--- src/rtl/conv_window_reader.sv ---
// Sliding KxK window generator fed by a raster pixel stream.
// K-1 row-deep shift buffers supply the older rows, and a KxK register array holds the current window.
// A window is emitted for every valid-padding output position.
module conv_window_reader #(
    parameter int unsigned DATA_W = 12,
    parameter int unsigned IMG_W  = 16,
    parameter int unsigned IMG_H  = 16,
    parameter int unsigned K      = 3
) (
    input  logic                        clk_i,
    input  logic                        rst_i,
    input  logic                        valid_i,
    input  logic [DATA_W-1:0]           data_i,
    output logic                        win_valid_o,
    output logic [K*K*DATA_W-1:0]       window_o,
    output logic [$clog2(IMG_H)-1:0]    win_row_o,
    output logic [$clog2(IMG_W)-1:0]    win_col_o,
    output logic                        frame_done_o
);

    localparam int unsigned COL_W = $clog2(IMG_W);
    localparam int unsigned ROW_W = $clog2(IMG_H);
    localparam int unsigned WIN_W = K * K * DATA_W;

    typedef enum logic {
        FILL,
        RUN
    } state_t;

    state_t             state_q;
    state_t             state_d;
    logic [COL_W-1:0]   col_q;
    logic [ROW_W-1:0]   row_q;
    logic               last_col;
    logic               last_row;
    logic               fire;
    logic               done;

    logic [DATA_W-1:0]  lb [K-1][IMG_W];
    logic [WIN_W-1:0]   win_q;
    logic [WIN_W-1:0]   win_d;

    assign last_col = (col_q == COL_W'(IMG_W - 1));
    assign last_row = (row_q == ROW_W'(IMG_H - 1));

    // Next state plus window-emit decision for the pixel being accepted
    always_comb begin
        state_d = state_q;
        fire    = 1'b0;
        done    = 1'b0;
        case (state_q)
            FILL: begin
                if (valid_i && last_col && (row_q == ROW_W'(K - 2))) begin
                    state_d = RUN;
                end
            end
            RUN: begin
                fire = valid_i && (col_q >= COL_W'(K - 1));
                done = fire && last_col && last_row;
                if (valid_i && last_col && last_row) begin
                    state_d = FILL;
                end
            end
            default: state_d = FILL;
        endcase
    end

    // Window contents after shifting in the accepted pixel and the line-buffer taps
    always_comb begin
        win_d = win_q;
        for (int unsigned r = 0; r < K; r++) begin
            for (int unsigned c = 0; c < K - 1; c++) begin
                win_d[(r*K + c)*DATA_W +: DATA_W] = win_q[(r*K + c + 1)*DATA_W +: DATA_W];
            end
        end
        win_d[((K-1)*K + K - 1)*DATA_W +: DATA_W] = data_i;
        for (int unsigned j = 0; j < K - 1; j++) begin
            win_d[((K-2-j)*K + K - 1)*DATA_W +: DATA_W] = lb[j][IMG_W-1];
        end
    end

    // State register and raster position counters
    always_ff @(posedge clk_i) begin
        if (rst_i) begin
            state_q <= FILL;
            col_q   <= '0;
            row_q   <= '0;
        end else begin
            state_q <= state_d;
            if (valid_i) begin
                if (last_col) begin
                    col_q <= '0;
                    row_q <= last_row ? '0 : row_q + ROW_W'(1);
                end else begin
                    col_q <= col_q + COL_W'(1);
                end
            end
        end
    end

    // Registered window outputs; the payload and indices hold between pulses
    always_ff @(posedge clk_i) begin
        if (rst_i) begin
            win_valid_o  <= 1'b0;
            frame_done_o <= 1'b0;
            window_o     <= '0;
            win_row_o    <= '0;
            win_col_o    <= '0;
        end else begin
            win_valid_o  <= fire;
            frame_done_o <= done;
            if (fire) begin
                window_o  <= win_d;
                win_row_o <= row_q - ROW_W'(K - 1);
                win_col_o <= col_q - COL_W'(K - 1);
            end
        end
    end

    // Data storage is never cleared; the row/column gating hides stale contents
    always_ff @(posedge clk_i) begin
        if (valid_i) begin
            win_q    <= win_d;
            lb[0][0] <= data_i;
            for (int unsigned j = 1; j < K - 1; j++) begin
                lb[j][0] <= lb[j-1][IMG_W-1];
            end
            for (int unsigned j = 0; j < K - 1; j++) begin
                for (int unsigned i = 1; i < IMG_W; i++) begin
                    lb[j][i] <= lb[j][i-1];
                end
            end
        end
    end

endmodule

--- config.mk ---
export PLATFORM = sky130hd
export DESIGN_NAME = conv_window_reader
export DESIGN_NICKNAME = d
export VERILOG_FILES = /design/src/rtl/conv_window_reader.sv
export SDC_FILE = /design/constraint.sdc
export NUM_CORES = 1
export LEC_CHECK = 0
export BUFFER_PORTS_ARGS = -buffer_cell sky130_fd_sc_hd__buf_2
export CAP_MARGIN = 20
export CELL_PAD_IN_SITES_DETAIL_PLACEMENT = 0
export CELL_PAD_IN_SITES_GLOBAL_PLACEMENT = 2
export CORE_UTILIZATION = 44
export CTS_CLUSTER_SIZE = 20
export DETAILED_ROUTE_END_ITERATION = 8
export PLACE_DENSITY_LB_ADDON = 0.1
export SLEW_MARGIN = 20
export SYNTH_ARGS = -nofsm -noshare
export SYNTH_HDL_FRONTEND = slang
export SYNTH_SLANG_ARGS = --single-unit
--- constraint.sdc ---
create_clock -name clk_i -period 2.1 [get_ports clk_i]
set_input_delay 0.63 -clock clk_i [delete_from_list [all_inputs] [get_ports clk_i]]
set_output_delay 0.63 -clock clk_i [all_outputs]
set_load 0.01 [all_outputs]
==> results of run 1 <==
path summary, 6_finish.rpt:
check,slack (ns),end
worst max register to register,0.24,window_o[70]$_SDFFE_PP0P_
worst min register to register,0.41,lb[0][75]$_DFFE_PP_
worst min-delay path,0.23,win_q[100]$_DFFE_PP_
worst max-delay path,0.24,window_o[70]$_SDFFE_PP0P_
kinds of logic after synthesis:
family | Yosys count | synth area share (%)
compound gates | 241 | 7.186
xor+xnor | 5 | 0.2548
fa+ha+maj | 8 | 0.5825
buf+inv | 72 | 1.893
flops | 535 | 86.09
simple gates | 134 | 3.997
report_power, final:
| part | switching (mW) | leakage [nW] | internal, mW |
|---|---|---|---|
| registers | 0.173 | 5.02 | 11.9 |
| clock network | 3.82 | 0.778 | 4.93 |
| logic | 0.466 | 1.28 | 0.140 |
per-layer routing:
layer / wire (µm) / part of all wire [%] / GRT usage [%] / vias to the layer above
met3: 1573 / 4.9 / 3.781 / 52
met5: 0 / 0 / 0 / -
met4: 745 / 2.3 / 6.361 / 0
met2: 14870 / 46 / 24.19 / 167
li1: - / - / - / 4076
met1: 15200 / 47 / 24.37 / 4359
layout make-up:
type	instances	area share, %
flip-flops and latches	535	73.11
multi-input cells	388	10.32
clock buffers	73	7.129
repair buffers	156	5.330
well taps	518	3.203
clock inverters	26	0.7976
inverters	6	0.1113
state kept, by name (all words and copies together) (netlist names):
name / cells
state_q: 1
frame_done_o: 1
win_row_o: 4
win_q: 95
row_q: 4
col_q: 4
window_o: 108
win_valid_o: 1
lb: 313
win_col_o: 4
worst reg2reg max path: stages (launching register included):
cell and delay, ns:
dfxtp_1 0.42, inv_1 0.07, ha_1 0.24, or4_4 0.56
buf_12 0.23, nand3_1 0.15, a21oi_1 0.07
cells in the final DEF, fill, tap and decap left out:
master / count
edfxtp_1: 408
buf_2: 130
dfxtp_1: 127
a21oi_1: 119
nand3_1: 113
o21ai_0: 112
clkbuf_16: 54
buf_12: 18
clkbuf_1: 17
clkinv_1: 15
ha_1: 8
a211oi_1: 7
buf_4: 7
inv_1: 6
nor2_1: 6
clkinv_2: 5
xnor2_1: 4
nor3_1: 3
inv_6: 3
nand2_1: 2
and4_1: 2
nand4_1: 2
clkbuf_8: 2
or4_4: 1
and2_4: 1
nor4_4: 1
nand2_4: 1
a21o_1: 1
nand3b_1: 1
o221a_2: 1
xor2_1: 1
a22oi_1: 1
nand4b_1: 1
clkinvlp_4: 1
clkinv_8: 1
bufinv_16: 1
buf_8: 1
per-stage QoR:
| stage | hold slack [ns] | cell area [µm²] | setup slack [ns] | std cells |
|---|---|---|---|---|
| after global placement | 0.4003 | 18630 | 0.2742 | 1603 |
| after floorplan | 0.4003 | 17190 | 0.3250 | 995 |
| after global routing | 0.2078 | 20240 | 0.1495 | 1702 |
| final | 0.2325 | 20240 | 0.2446 | 1702 |
| after CTS | 0.1929 | 20240 | 0.2430 | 1702 |
| after detailed placement | 0.4045 | 18630 | 0.2407 | 1603 |
==> reports/results.ini, run 1 <==
[global_routing]
grt_pass1_wl_um = 49960
grt_pass1_vias = 8342
grt_start_max_net_pins = 97
grt_overflow = 0
antenna_found_initial = 0
groute.usage.overall_pct = 16.65

[pwr]
p_total_mw = 21.43
power_density_mw_per_mm2 = 1059
ir_worst_vdd_uv = 704.4
p_leak_nw = 7.078

[floorplan]
core_area_mm2 = 0.03856
dieArea_mm2 = 0.03985
io_pins = 133
die_x_um = 199.6
die_h_um = 199.6
num_rows = 72
initial_core_util_pct = 44.57

[final_layout]
antenna_cells = 0
fillers = 3288
synthToLayoutAreaGrowth_pct = 17.75
register_area_mm2 = 0.01479
multiInputGateArea_mm2 = 0.002088
drive_gt1_share_pct = 19.26
fin_util_pct = 52.48
nNetsFinal = 1164

[worst_setup_path]
slowest_stage = or4_4
end_kind = flop
rr_worst_depth = 6
cpLargestDelayFamily = simple AND/OR/NAND/NOR gates
start_kind = flop
path_max_fanout = 31
regToRegStartpoint = col_q[0]$_SDFFE_PP0P_
worstPathCellList = inv_1 -> ha_1 -> or4_4 -> buf_12 -> nand3_1 -> a21oi_1
cp_num_cells = 6
startpoint = col_q[0]$_SDFFE_PP0P_
slowest_delay_ns = 0.56
cp_num_buf_inv = 2
worstSetupPathType = flop to flop
crit_arrival_ns = 2.33
crit_required_ns = 2.57

[cts]
cts_resized = 0
htree_levels = 2
postCtsSetupRepairBufs = 0
holdBufCountCts = 0
clock_path_buffers = 3
root_buffer = clkbuf_16
path_clk_slew_ns = 0.06
tritoncts = yes
numCtsBuffers = 54
worst_skew_pair.late_latency_ns = 0.59
clock_sinks = 535

[sta]
worstMarginPinSlew_ns = 0.5691
finalCriticalPeriod_ns = 1.855
tns_ns = 0
finClkSkew_ns = 0.009094
max-slew-margin-rel_pct = 62.06
period_share_pct = 88.35
fmax_ghz = 0.5390
rsz0062_at_grt = false
slew_viol_final = 0
setup_viol = 0
finalHoldViolCount = 0

[synthesis]
netlist_instances = 995
yosysMostFrequentCell = edfxtp_1
synthesis.area_mm2 = 0.01719
synthArstFlopShare_pct = 0
yosysTopAreaCellShare_pct = 71.29
synth_seq_area_share_pct = 86.09
yosys.area.top_type = edfxtp_1
yosys_warnings = 0
yosys_register_bits = 535
synth_edf_count = 408
synth.area.top_cells = edfxtp_1 71%, dfxtp_1 15%, a21oi_1 3.5%
ys_top_cells_by_count = 408 x edfxtp_1, 127 x dfxtp_1, 119 x a21oi_1
synth_fp_nets = 1018
synth.avg_cell_area_um2 = 17.27
synthFlopType = edfxtp_1
ys_types = 28

[placed_design]
globalplace.congestion = 0.7096
io_buffers = 132
place_hpwl_um = 18050

[routing]
via_per_inst = 5.085
initialDrtViolationCount = 475
vias = 8654
antenna_left = 0
wirelength_um = 32380
drc_errors = 0
dr.pass1.iters = 4
wl_per_cell_um = 19.03

[min_path]
hp-class = input pin to flop
hp-start = data_i[4]
hold_path_depth = 1

[job]
max_cap_viol_count = 0

[run_status]
outcome = finished, final reports clean

No activity file was read; power rests on OpenSTA's default activity.
==> run 2, diff against run 1 <==
Settings changed: BUFFER_PORTS_ARGS -buffer_cell sky130_fd_sc_hd__buf_2 to not set, CORE_UTILIZATION 44 to 46, DONT_BUFFER_PORTS set to 1, GPL_TIMING_DRIVEN set to 0.
==> reports/results.ini, run 2 (synthesis results as in run 1) <==
[worst_setup_path]
worstSetupPathType = input pin to flop
path_max_fanout = 409
crit_required_ns = 2.60
crit_arrival_ns = 2.64
start_kind = input pin
end_kind = flop

[cts]
tritoncts = yes
clock_sinks = 535
path_clk_slew_ns = 0.06
worst_skew_pair.late_latency_ns = 0.59
root_buffer = clkbuf_16
htree_levels = 2
holdBufCountCts = 0
numCtsBuffers = 54
clock_path_buffers = 3

[placed_design]
globalplace.congestion = 0.7671
dp.cells = 1463
place_hpwl_um = 19580
io_buffers = 0

[final_layout]
drive_gt1_share_pct = 10.47
top_regs = lb x313, window_o x108, win_q x95
synthToLayoutAreaGrowth_pct = 14.47
nNetsFinal = 1076
largest_reg_flops = 313
antenna_cells = 0
largest_register = lb
final_cell_mix = 408 x edfxtp_1, 126 x dfxtp_1, 119 x a21oi_1
layout.cells.non_filler = 1566
final_common_cell = edfxtp_1

[sta]
max-slew-margin-rel_pct = 28.09
worstMarginPinSlew_ns = 1.079
finalCriticalPeriod_ns = 2.137
layout_setup_ws_ns = -0.03729
fmax_ghz = 0.4679
setup_viol = 21
period_share_pct = 101.8
finClkSkew_ns = 0.01610
rsz0062_at_grt = false
finalHoldViolCount = 0
slew_viol_final = 0

[global_routing]
antenna_found_initial = 0
grt_pass1_wl_um = 49710
grt_overflow = 0
grt_start_max_net_pins = 410
groute.usage.overall_pct = 17.57
grt_pass1_vias = 8116

[pwr]
power_density_mw_per_mm2 = 1144
p_total_mw = 22.50
ir_worst_vdd_uv = 690.8
p_leak_nw = 6.463

[floorplan]
die_x_um = 195.3
die_h_um = 195.3
initial_core_util_pct = 46.83
num_rows = 70
dieArea_mm2 = 0.03814
core_area_mm2 = 0.03670
io_pins = 133

[min_path]
hp-class = input pin to flop

[run_status]
violations = negative setup slack
outcome = complete, but fails checks

[routing]
via_per_inst = 5.386
initialDrtViolationCount = 583
antenna_left = 0
wl_per_cell_um = 20.96
vias = 8434
dr.pass1.iters = 4
wirelength_um = 32820
drc_errors = 0

[job]
max_cap_viol_count = 0

-- run 2: final timing paths --
path	startpoint	slack, ns	end	depth (start not counted)
worst max-delay path	valid_i	-0.04	window_o[66]$_SDFFE_PP0P_	6
worst min register to register	lb[0][74]$_DFFE_PP_	0.41	lb[0][62]$_DFFE_PP_	0
worst min-delay path	data_i[7]	0.13	win_q[103]$_DFFE_PP_	0
worst max register to register	col_q[0]$_SDFFE_PP0P_	0.15	window_o[55]$_SDFFE_PP0P_	8
-- run 2: report_power, final --
group / internal [mW] / total, mW / switching [mW]
clock: 6.06 / 9.97 / 3.91
combinational: 0.107 / 0.440 / 0.333
sequential: 11.9 / 12.1 / 0.173
total: 18.1 / 22.5 / 4.41
-- run 2: final cells by class --
| cell class | count | area, µm² |
|---|---|---|
| inverters | 6 | 22.52 |
| flip-flops and latches | 535 | 14800 |
| fillers | 2992 | 17030 |
| clock inverters | 33 | 419.2 |
| multi-input cells | 388 | 2074 |
| clock buffers | 68 | 1435 |
| repair buffers | 2 | 15.01 |
| plain buffers | 66 | 324.1 |
| well taps | 468 | 585.6 |
-- run 2: critical path, cell delays in order --
cell and delay, ns:
buf_2 0.37, nand2_1 0.28, clkbuf_4 0.39, clkbuf_1 0.37
o21ai_0 0.13, a21oi_1 0.17
-- run 2: metrics by stage --
stage               utilization, %  hold WS, ns  TNS, ns  setup slack [ns]  cell area, µm²
floorplan                        -       0.4003        0            0.3250           17190
global placement             48.42       0.4002   -55.11           -0.7354           17770
detailed placement           48.42       0.4045   -60.71           -0.8060           17770
CTS                          53.53      0.09100        0           0.01796           19640
global route                 53.60       0.1042        0           0.02442           19670
finish                       53.60       0.1336  -0.4391          -0.03729           19670
-- run 2: routing by layer --
metal,wire length (µm),track usage (%),up-vias
li1,-,-,3902
met1,14850,24.64,4280
met2,15180,26.47,207
met3,2140,4.767,45
met4,647,6.299,0
met5,0,0,-
-- run 2: repair_timing --
action | in CTS | in global routing
gates resized for setup | 6 | 10
setup endpoints to repair | 87 | 68
setup buffers | 0 | 2
pin swaps | 0 | 1
==> run 3, diff against run 2 <==
Settings changed: CELL_PAD_IN_SITES_DETAIL_PLACEMENT 0 to 1, CELL_PAD_IN_SITES_GLOBAL_PLACEMENT 2 to 1, CORE_ASPECT_RATIO set to 1.2, CORE_UTILIZATION 46 to 53.
==> reports/results.ini, run 3 (synthesis results as in run 1) <==
[run_status]
outcome = complete, but fails checks
violations = design-rule violations

[sta]
slew_viol_final = 0
max-slew-margin-rel_pct = 19.88
worstMarginPinSlew_ns = 1.202
fmax_ghz = 0.4924
setup_viol = 0
rsz0062_at_grt = false
finClkSkew_ns = 0.01875
finalCriticalPeriod_ns = 2.031
period_share_pct = 96.70
finalHoldViolCount = 0

[placed_design]
placed_cell_area_mm2 = 0.01769
io_buffers = 0
place_hpwl_um = 21720
globalplace.congestion = 0.7693

[final_layout]
final_cell_mix = 408 x edfxtp_1, 126 x dfxtp_1, 119 x a21oi_1
final_common_cell = edfxtp_1
largest_reg_flops = 313
largest_register = lb
fillers = 2757
fin_util_pct = 61.90
top_regs = lb x313, window_o x108, win_q x95
synthToLayoutAreaGrowth_pct = 13.91
drive_gt1_share_pct = 10.56
antenna_cells = 0
finalInstanceArea_mm2 = 0.01958
nNetsFinal = 1071

[routing]
via_per_inst = 5.712
antenna_left = 0
initialDrtViolationCount = 745
vias = 8511
wl_per_cell_um = 24.03
wirelength_um = 35800
drc_errors = 9
dr.pass1.iters = 6

[pwr]
power.switching_mw = 4.346
ir_worst_vdd_uv = 731.1
p_leak_nw = 6.462
power_frac_clock_pct = 44.4
pwr-share-seq_pct = 53.6
swShare_pct = 19.24
p_int_mw = 18.24
pwr-share-comb_pct = 2.0
power_density_mw_per_mm2 = 1154

[global_routing]
grt_pass1_wl_um = 53680
grt_pass1_vias = 8990
grt_start_max_net_pins = 410
groute.usage.overall_pct = 21.91
antenna_found_initial = 0
grt_overflow = 0

[floorplan]
io_pins = 133
core_area_mm2 = 0.03163
dieArea_mm2 = 0.03315
num_rows = 71
initial_core_util_pct = 54.34
die_x_um = 166.4
die_h_um = 199.3

[worst_setup_path]
start_kind = flop
regToRegStartpoint = col_q[0]$_SDFFE_PP0P_
crit_required_ns = 2.52
worstSetupPathType = flop to flop
crit_arrival_ns = 2.45
path_max_fanout = 10
rr_worst_depth = 8
startpoint = col_q[0]$_SDFFE_PP0P_
end_kind = flop

[job]
max_cap_viol_count = 0

[cts]
worst_skew_pair.late_latency_ns = 0.56
tritoncts = yes
root_buffer = clkbuf_16
clock_sinks = 535
clock_path_buffers = 3
htree_levels = 2
path_clk_slew_ns = 0.06
numCtsBuffers = 51

[min_path]
hp-start = data_i[1]
hold_path_depth = 0
hp-class = input pin to flop

## run 3: cell count changes in the layout (fill, tap and decap cells not counted), sizes merged
cell,delta
clkinvlp,-1
clkinv,-3
bufinv,+4
clkbuf,-7
buf,-2
## run 3: path summary, 6_finish.rpt
check,slack (ns),endpoint
worst max-delay path,0.07,window_o[43]$_SDFFE_PP0P_
worst min-delay path,0.16,win_q[97]$_DFFE_PP_
worst max register to register,0.07,window_o[43]$_SDFFE_PP0P_
worst min register to register,0.40,lb[1][153]$_DFFE_PP_
## run 3: layer usage
layer	vias up	share of wire, %	GRT usage, %
li1	3895	-	-
met1	4318	39	26.40
met2	240	50	37.66
met3	58	7.7	6.714
met4	0	2.7	7.442
met5	-	0	0
## run 3: stage by stage
step           power (mW)  std cells  TNS [ns]  hold slack [ns]  worst slack (ns)
2_1_floorplan       12.47        995         0           0.4003            0.3250
3_3_place_gp        12.72       1396    -38.35           0.4001           -0.5383
3_5_place_dp        12.75       1396    -47.15           0.4052           -0.7189
4_1_cts             22.79       1489         0           0.1346          0.004523
5_1_grt             23.20       1490         0           0.1346          0.002838
6_report            22.59       1490         0           0.1576           0.06920
## run 3: power by group through the flow
stage,clock network (mW),logic [mW],registers (mW)
CTS,10.2,0.439,12.1
floorplan,0,0.259,12.2
global placement,0,0.416,12.3
global route,10.6,0.484,12.1
detailed placement,0,0.426,12.3
finish,10.0,0.450,12.1
## run 3: critical path: stages (launching register included)
cell,delay (ns)
dfxtp_2,0.38
inv_1,0.06
ha_1,0.24
or4_1,0.39
buf_2,0.22
buf_6,0.19
buf_6,0.16
nand3_1,0.16
a21oi_1,0.08
## run 3: final cells by class
cell class                 instances  area (µm²)  area share, %
sequential                       535       14800          75.58
multi-input combinational        388        2077          10.61
clock buffer                      61        1324          6.763
clock inverter                    33       520.5          2.659
tap                              401       501.7          2.563
buffer                            65       326.6          1.668
inverter                           6       22.52         0.1151
timing repair buffer               1       7.507        0.03835
## run 3: timing repair
item,CTS,global route
hold buffers,0,0
endpoints found under the hold margin,0,0
setup buffers,0,1
endpoints found under the setup margin,87,93
resized for setup,7,14
pin swaps,0,1
